## src/rtl/avalon_mm_mult_array_slave.sv

```systemverilog
// Avalon-MM slave with NCH independent unsigned SZ x SZ shift-add multipliers.
// Each channel exposes A, B, CTRL/status, RES_LO and RES_HI word registers.
module avalon_mm_mult_array_slave #(
    parameter int unsigned SZ  = 32,
    parameter int unsigned NCH = 2,
    parameter int unsigned AW  = $clog2(NCH * 8)
) (
    input  logic          clk,
    input  logic          rst,
    input  logic [AW-1:0] address,
    input  logic          read,
    input  logic          write,
    input  logic [SZ-1:0] writedata,
    output logic [SZ-1:0] readdata,
    output logic          readdatavalid,
    output logic          waitrequest,
    output logic          irq
);

    localparam int unsigned CW = (AW > 3) ? AW - 3 : 1;
    localparam int unsigned NW = $clog2(SZ);

    typedef enum logic {StIdle, StRun} state_e;

    state_e          state_q  [NCH];
    logic [SZ-1:0]   a_q      [NCH];
    logic [SZ-1:0]   b_q      [NCH];
    logic [SZ-1:0]   mplier_q [NCH];
    logic [2*SZ-1:0] mcand_q  [NCH];
    logic [2*SZ-1:0] acc_q    [NCH];
    logic [2*SZ-1:0] res_q    [NCH];
    logic [NW-1:0]   cnt_q    [NCH];
    logic [NCH-1:0]  done_q;
    logic [NCH-1:0]  irq_en_q;

    logic [SZ-1:0]   readdata_q;
    logic            readdatavalid_q;
    logic            irq_q;

    logic [2:0]      reg_sel;
    logic [CW-1:0]   ch_sel;
    logic            ch_ok;
    logic [NCH-1:0]  ch_hit;
    logic            sel_busy;
    logic            sel_done;
    logic            sel_irq_en;
    logic [SZ-1:0]   sel_a;
    logic [SZ-1:0]   sel_b;
    logic [2*SZ-1:0] sel_res;
    logic [SZ-1:0]   rdata_d;
    logic            wr_acc;
    logic            rd_acc;

    assign reg_sel = address[2:0];
    assign ch_sel  = CW'(address >> 3);
    assign ch_ok   = ({1'b0, ch_sel} < (CW + 1)'(NCH));

    always_comb begin
        ch_hit     = '0;
        sel_busy   = 1'b0;
        sel_done   = 1'b0;
        sel_irq_en = 1'b0;
        sel_a      = '0;
        sel_b      = '0;
        sel_res    = '0;
        for (int i = 0; i < NCH; i++) begin
            if (ch_ok && ch_sel == CW'(i)) begin
                ch_hit[i]  = 1'b1;
                sel_busy   = (state_q[i] == StRun);
                sel_done   = done_q[i];
                sel_irq_en = irq_en_q[i];
                sel_a      = a_q[i];
                sel_b      = b_q[i];
                sel_res    = res_q[i];
            end
        end
    end

    // Only operand writes and START on a running channel stall; reads never do.
    assign waitrequest = !rst && write && ch_ok && sel_busy &&
                         (reg_sel == 3'd0 || reg_sel == 3'd1 ||
                          (reg_sel == 3'd2 && writedata[0]));

    assign wr_acc = write && !waitrequest;
    assign rd_acc = read && !write;

    always_comb begin
        rdata_d = '0;
        if (ch_ok) begin
            case (reg_sel)
                3'd0:    rdata_d = sel_a;
                3'd1:    rdata_d = sel_b;
                3'd2:    rdata_d[2:0] = {sel_irq_en, sel_done, sel_busy};
                3'd3:    rdata_d = sel_res[SZ-1:0];
                3'd4:    rdata_d = sel_res[2*SZ-1:SZ];
                default: rdata_d = '0;
            endcase
        end
    end

    always_ff @(posedge clk) begin
        if (rst) begin
            for (int i = 0; i < NCH; i++) begin
                state_q[i]  <= StIdle;
                a_q[i]      <= '0;
                b_q[i]      <= '0;
                mplier_q[i] <= '0;
                mcand_q[i]  <= '0;
                acc_q[i]    <= '0;
                res_q[i]    <= '0;
                cnt_q[i]    <= '0;
            end
            done_q          <= '0;
            irq_en_q        <= '0;
            readdata_q      <= '0;
            readdatavalid_q <= 1'b0;
            irq_q           <= 1'b0;
        end else begin
            for (int i = 0; i < NCH; i++) begin
                if (wr_acc && ch_hit[i] && reg_sel == 3'd0) a_q[i] <= writedata;
                if (wr_acc && ch_hit[i] && reg_sel == 3'd1) b_q[i] <= writedata;
                if (wr_acc && ch_hit[i] && reg_sel == 3'd2) irq_en_q[i] <= writedata[1];
                // Placed before the FSM so a same-edge completion overrides the clear.
                if (rd_acc && ch_hit[i] && reg_sel == 3'd4) done_q[i] <= 1'b0;

                unique case (state_q[i])
                    StIdle: begin
                        if (wr_acc && ch_hit[i] && reg_sel == 3'd2 && writedata[0]) begin
                            state_q[i]  <= StRun;
                            mcand_q[i]  <= {{SZ{1'b0}}, a_q[i]};
                            mplier_q[i] <= b_q[i];
                            acc_q[i]    <= '0;
                            cnt_q[i]    <= '0;
                            done_q[i]   <= 1'b0;
                        end
                    end
                    StRun: begin
                        if (mplier_q[i][0]) acc_q[i] <= acc_q[i] + mcand_q[i];
                        mcand_q[i]  <= mcand_q[i] << 1;
                        mplier_q[i] <= mplier_q[i] >> 1;
                        cnt_q[i]    <= cnt_q[i] + 1'b1;
                        if (cnt_q[i] == NW'(SZ - 1)) begin
                            res_q[i]   <= acc_q[i] + (mplier_q[i][0] ? mcand_q[i] : '0);
                            state_q[i] <= StIdle;
                            done_q[i]  <= 1'b1;
                        end
                    end
                    default: state_q[i] <= StIdle;
                endcase
            end
            readdatavalid_q <= rd_acc;
            if (rd_acc) readdata_q <= rdata_d;
            irq_q <= |(done_q & irq_en_q);
        end
    end

    assign readdata      = readdata_q;
    assign readdatavalid = readdatavalid_q;
    assign irq           = irq_q;

endmodule

```

## config.mk

```make
export PLATFORM = sky130hd
export DESIGN_NAME = avalon_mm_mult_array_slave
export DESIGN_NICKNAME = d
export VERILOG_FILES = /design/src/rtl/avalon_mm_mult_array_slave.sv
export SDC_FILE = /design/constraint.sdc
export NUM_CORES = 1
export LEC_CHECK = 0
export CAP_MARGIN = 20
export CORE_MARGIN = 2
export CORE_UTILIZATION = 39
export CTS_CLUSTER_DIAMETER = 50
export DETAILED_ROUTE_END_ITERATION = 6
export MAX_ROUTING_LAYER = met4
export SLEW_MARGIN = 30
export SYNTH_ARGS = -nofsm -noshare
export SYNTH_HDL_FRONTEND = slang
export SYNTH_SLANG_ARGS = --single-unit
```

## constraint.sdc

```tcl
create_clock -name clk -period 6.05 [get_ports clk]
set_input_delay 0.605 -clock clk [delete_from_list [all_inputs] [get_ports clk]]
set_output_delay 0.605 -clock clk [all_outputs]
set_load 0.01 [all_outputs]
```

==> results.cfg <==
[timing]
worst_pin_slew_ns = 1.014
fin_ws_ns = 1.413
holdWs_ns = 0.4518
max_freq_mhz = 215.6
layout_min_cycle_time_ns = 4.637
fin_tns_setup_ns = 0
slew-limit-headroom_pct = 32.38
finalCritPeriodShare_pct = 76.65
rsz0062_at_grt = no
maxSlewViolCount = 0
skew_ns = 0.03228
finalSetupViolations = 0
hold_viol = 0

[floorplan]
dieHeight_um = 325.4
initial_utilization_pct = 39.42
io_pins = 75
core.rowCount = 117
dieArea_um2 = 105900
die_w_um = 325.4
core_area_um2 = 102200

[pwr]
p_leak_nw = 17.69
p_total_mw = 11.70
switchingPower_mw = 3.186
ir_drop_mv = 0.2001
seqPwrFrac_pct = 43.6
power.density_nw_per_um2 = 258.3
power_frac_comb_pct = 12.0
intPower_mw = 8.515
swShare_pct = 27.23
pwr-share-clk_pct = 44.4

[min_path]
hp-class = flop to flop
hold_depth = 2

[clocking]
cts_tree = built
clk_pin_slew_ns = 0.06
clock-sinks = 626
h-tree-depth = 3
cts_buffers = 86
clk_latency_ns = 0.67
ctsResizeCount = 0
cts-root-buf = clkbuf_16
postCtsSetupRepairBufs = 0
cts_buffer_depth = 3
hold_buffers = 0

[placed_design]
dp_slack_ns = 1.419
placed_cell_area_um2 = 42310
post-dp-hpwl_um = 92720
portBuffers = 74
placed_cells = 5365
gp_congestion = 0.9571

[worst_setup_path]
cp_max_fo = 27
rrSetupSlack_ns = 1.41
cp-end-kind = flop
cp_top_family = compound AO/OA/AOI/OAI gates
crit_path_start_kind = flop
critPathKind = flop to flop
critPathSlowestCell = edfxtp_1
ff2ff_path_depth = 13
cp_data_arrival_time_ns = 5.04
max_stage_delay_ns = 0.71
cpMostUsedCell = o21ai_0
critical_path_required_ns = 6.45
crit_chain = and2_1 -> ha_1 -> fa_1 -> a211oi_1 -> o21ai_0 -> a311oi_1 -> o21ai_0 -> o21ai_2 -> o31ai_2 -> o21ai_0 -> o21ai_0 -> a31oi_1 -> mux2i_1
timing.critical_path.buf_inv = 0
crit_cells = 13

[synthesis]
netlist_area_um2 = 40280
yosys_warnings = 0
ys_async_sr_fraction_pct = 0
synth_edf_count = 585
ys_ff_latch = 626
synth.avg_cell_area_um2 = 9.818
synthFlopType = edfxtp_1
ys_seq_area_share_pct = 45.65
synth.net_count = 4403
postSynthCellCount = 4103
synth_cell_type_count = 86

[global_routing]
grt_pass1_vias = 30000
grt.overflow.total = 0
grt.total_usage_pct = 23.52
antenna_found_initial = 6
grt_pass1_wl_um = 187000
grt_max_degree = 86

[final_layout]
layout_commonest_cell = edfxtp_1
fin_util_pct = 44.33
area_growth_pct = 12.43
drive_above_1_share_pct = 5.580
finalNonFillerCells = 5528
layout.nets = 4386
fin_area_um2 = 45290
layout_common_cells = edfxtp_1 (585), nor2_1 (402), a21oi_1 (393), nand2_1 (389), and2_1 (291)

[drt]
drt-total-wl_um = 123800
firstDrtPassIters = 5
drt_iter0_drc = 3351
postRouteAntennaNets = 0
drc = 0
viasPerCell = 5.747
num_vias = 31770
wire_per_inst_um = 22.40

[job]
max_cap_violations = 0

[status]
outcome = completed
cells by family after synthesis:
logic type,Yosys count,synth area share (%)
AOI/OAI and AO/OA,1161,18.47
xor gates and xnor gates,226,4.914
adders and majority gates,260,8.150
buffers and inverters,283,2.699
DFF,626,45.65
muxes,134,3.330
and+or+nand+nor,1413,16.79
worst register-to-register path, cell delays in order (launching register included):
cell and delay, ns:
edfxtp_1 0.71, and2_1 0.31, ha_1 0.22, fa_1 0.46
a211oi_1 0.28, o21ai_0 0.18, a311oi_1 0.40, o21ai_0 0.42
o21ai_2 0.36, o31ai_2 0.14, o21ai_0 0.34, o21ai_0 0.20
a31oi_1 0.26, mux2i_1 0.10
power groups by stage:
stage,logic [mW],clock network [mW],registers [mW]
6_report,1.41,5.19,5.10
5_1_grt,1.54,5.42,5.12
4_1_cts,1.39,5.27,5.10
3_5_place_dp,1.38,0,5.18
3_3_place_gp,1.38,0,5.18
2_1_floorplan,1.00,0,5.09
path summary, 6_finish.rpt:
| kind | start | to |
|---|---|---|
| worst min register to register | readdata[8] | readdata[8] |
| worst max-delay path | mplier_q[1][0] | res_q[0][120] |
| worst min-delay path | readdata[8] | readdata[8] |
| worst max register to register | mplier_q[1][0] | res_q[0][120] |
Yosys cell counts (all sizes together), types with 28 or more instances:
| cell | number | share of area (%) |
|---|---|---|
| a31oi | 38 | 0.64 |
| o21a | 29 | 0.54 |
| dfxtp | 41 | 2.0 |
| o22ai | 66 | 1.0 |
| nand2 | 392 | 3.7 |
| a21o | 138 | 2.6 |
| xor2 | 95 | 2.1 |
| nor2 | 403 | 3.8 |
| nand3 | 55 | 0.70 |
| o21ai | 186 | 2.3 |
| and2 | 291 | 4.5 |
| ha | 256 | 8.0 |
| a211oi | 41 | 0.82 |
| and3 | 32 | 0.50 |
| xnor2 | 131 | 2.8 |
| edfxtp | 585 | 44 |
| a22o | 62 | 1.3 |
| nand4 | 74 | 1.1 |
| a21oi | 396 | 4.9 |
| nor3 | 66 | 0.83 |
| clkbuf | 189 | 1.8 |
| mux2i | 134 | 3.3 |
| inv | 67 | 0.62 |
| o21bai | 66 | 1.2 |
| nand2b | 28 | 0.43 |
layout make-up:
cell class	count	area (µm²)
multi-input combinational	3194	20940
sequential	626	18390
inverter	67	251.5
tap	1368	1712
fill	9845	56890
clock inverter	56	596.8
timing repair buffer	111	1060
antenna	2	5.005
clock buffer	104	2345
routing by layer:
metal  GRT usage [%]  share of wire, %  wire length [µm]
met1           35.03                49             60160
met2           33.00                42             51400
met3           3.964               7.6              9450
met4           5.550               2.3              2801
met5               -                 0                 0
flip-flops by register name, indices dropped and copies added, names as in the netlist:
signal	flops
a_q	64
acc_q	128
b_q	64
cnt_q	10
done_q	2
irq	1
irq_en_q	2
mcand_q	128
mplier_q	64
readdata	32
readdatavalid	1
res_q	128
state_q	2
No activity file was read; power rests on OpenSTA's default activity.
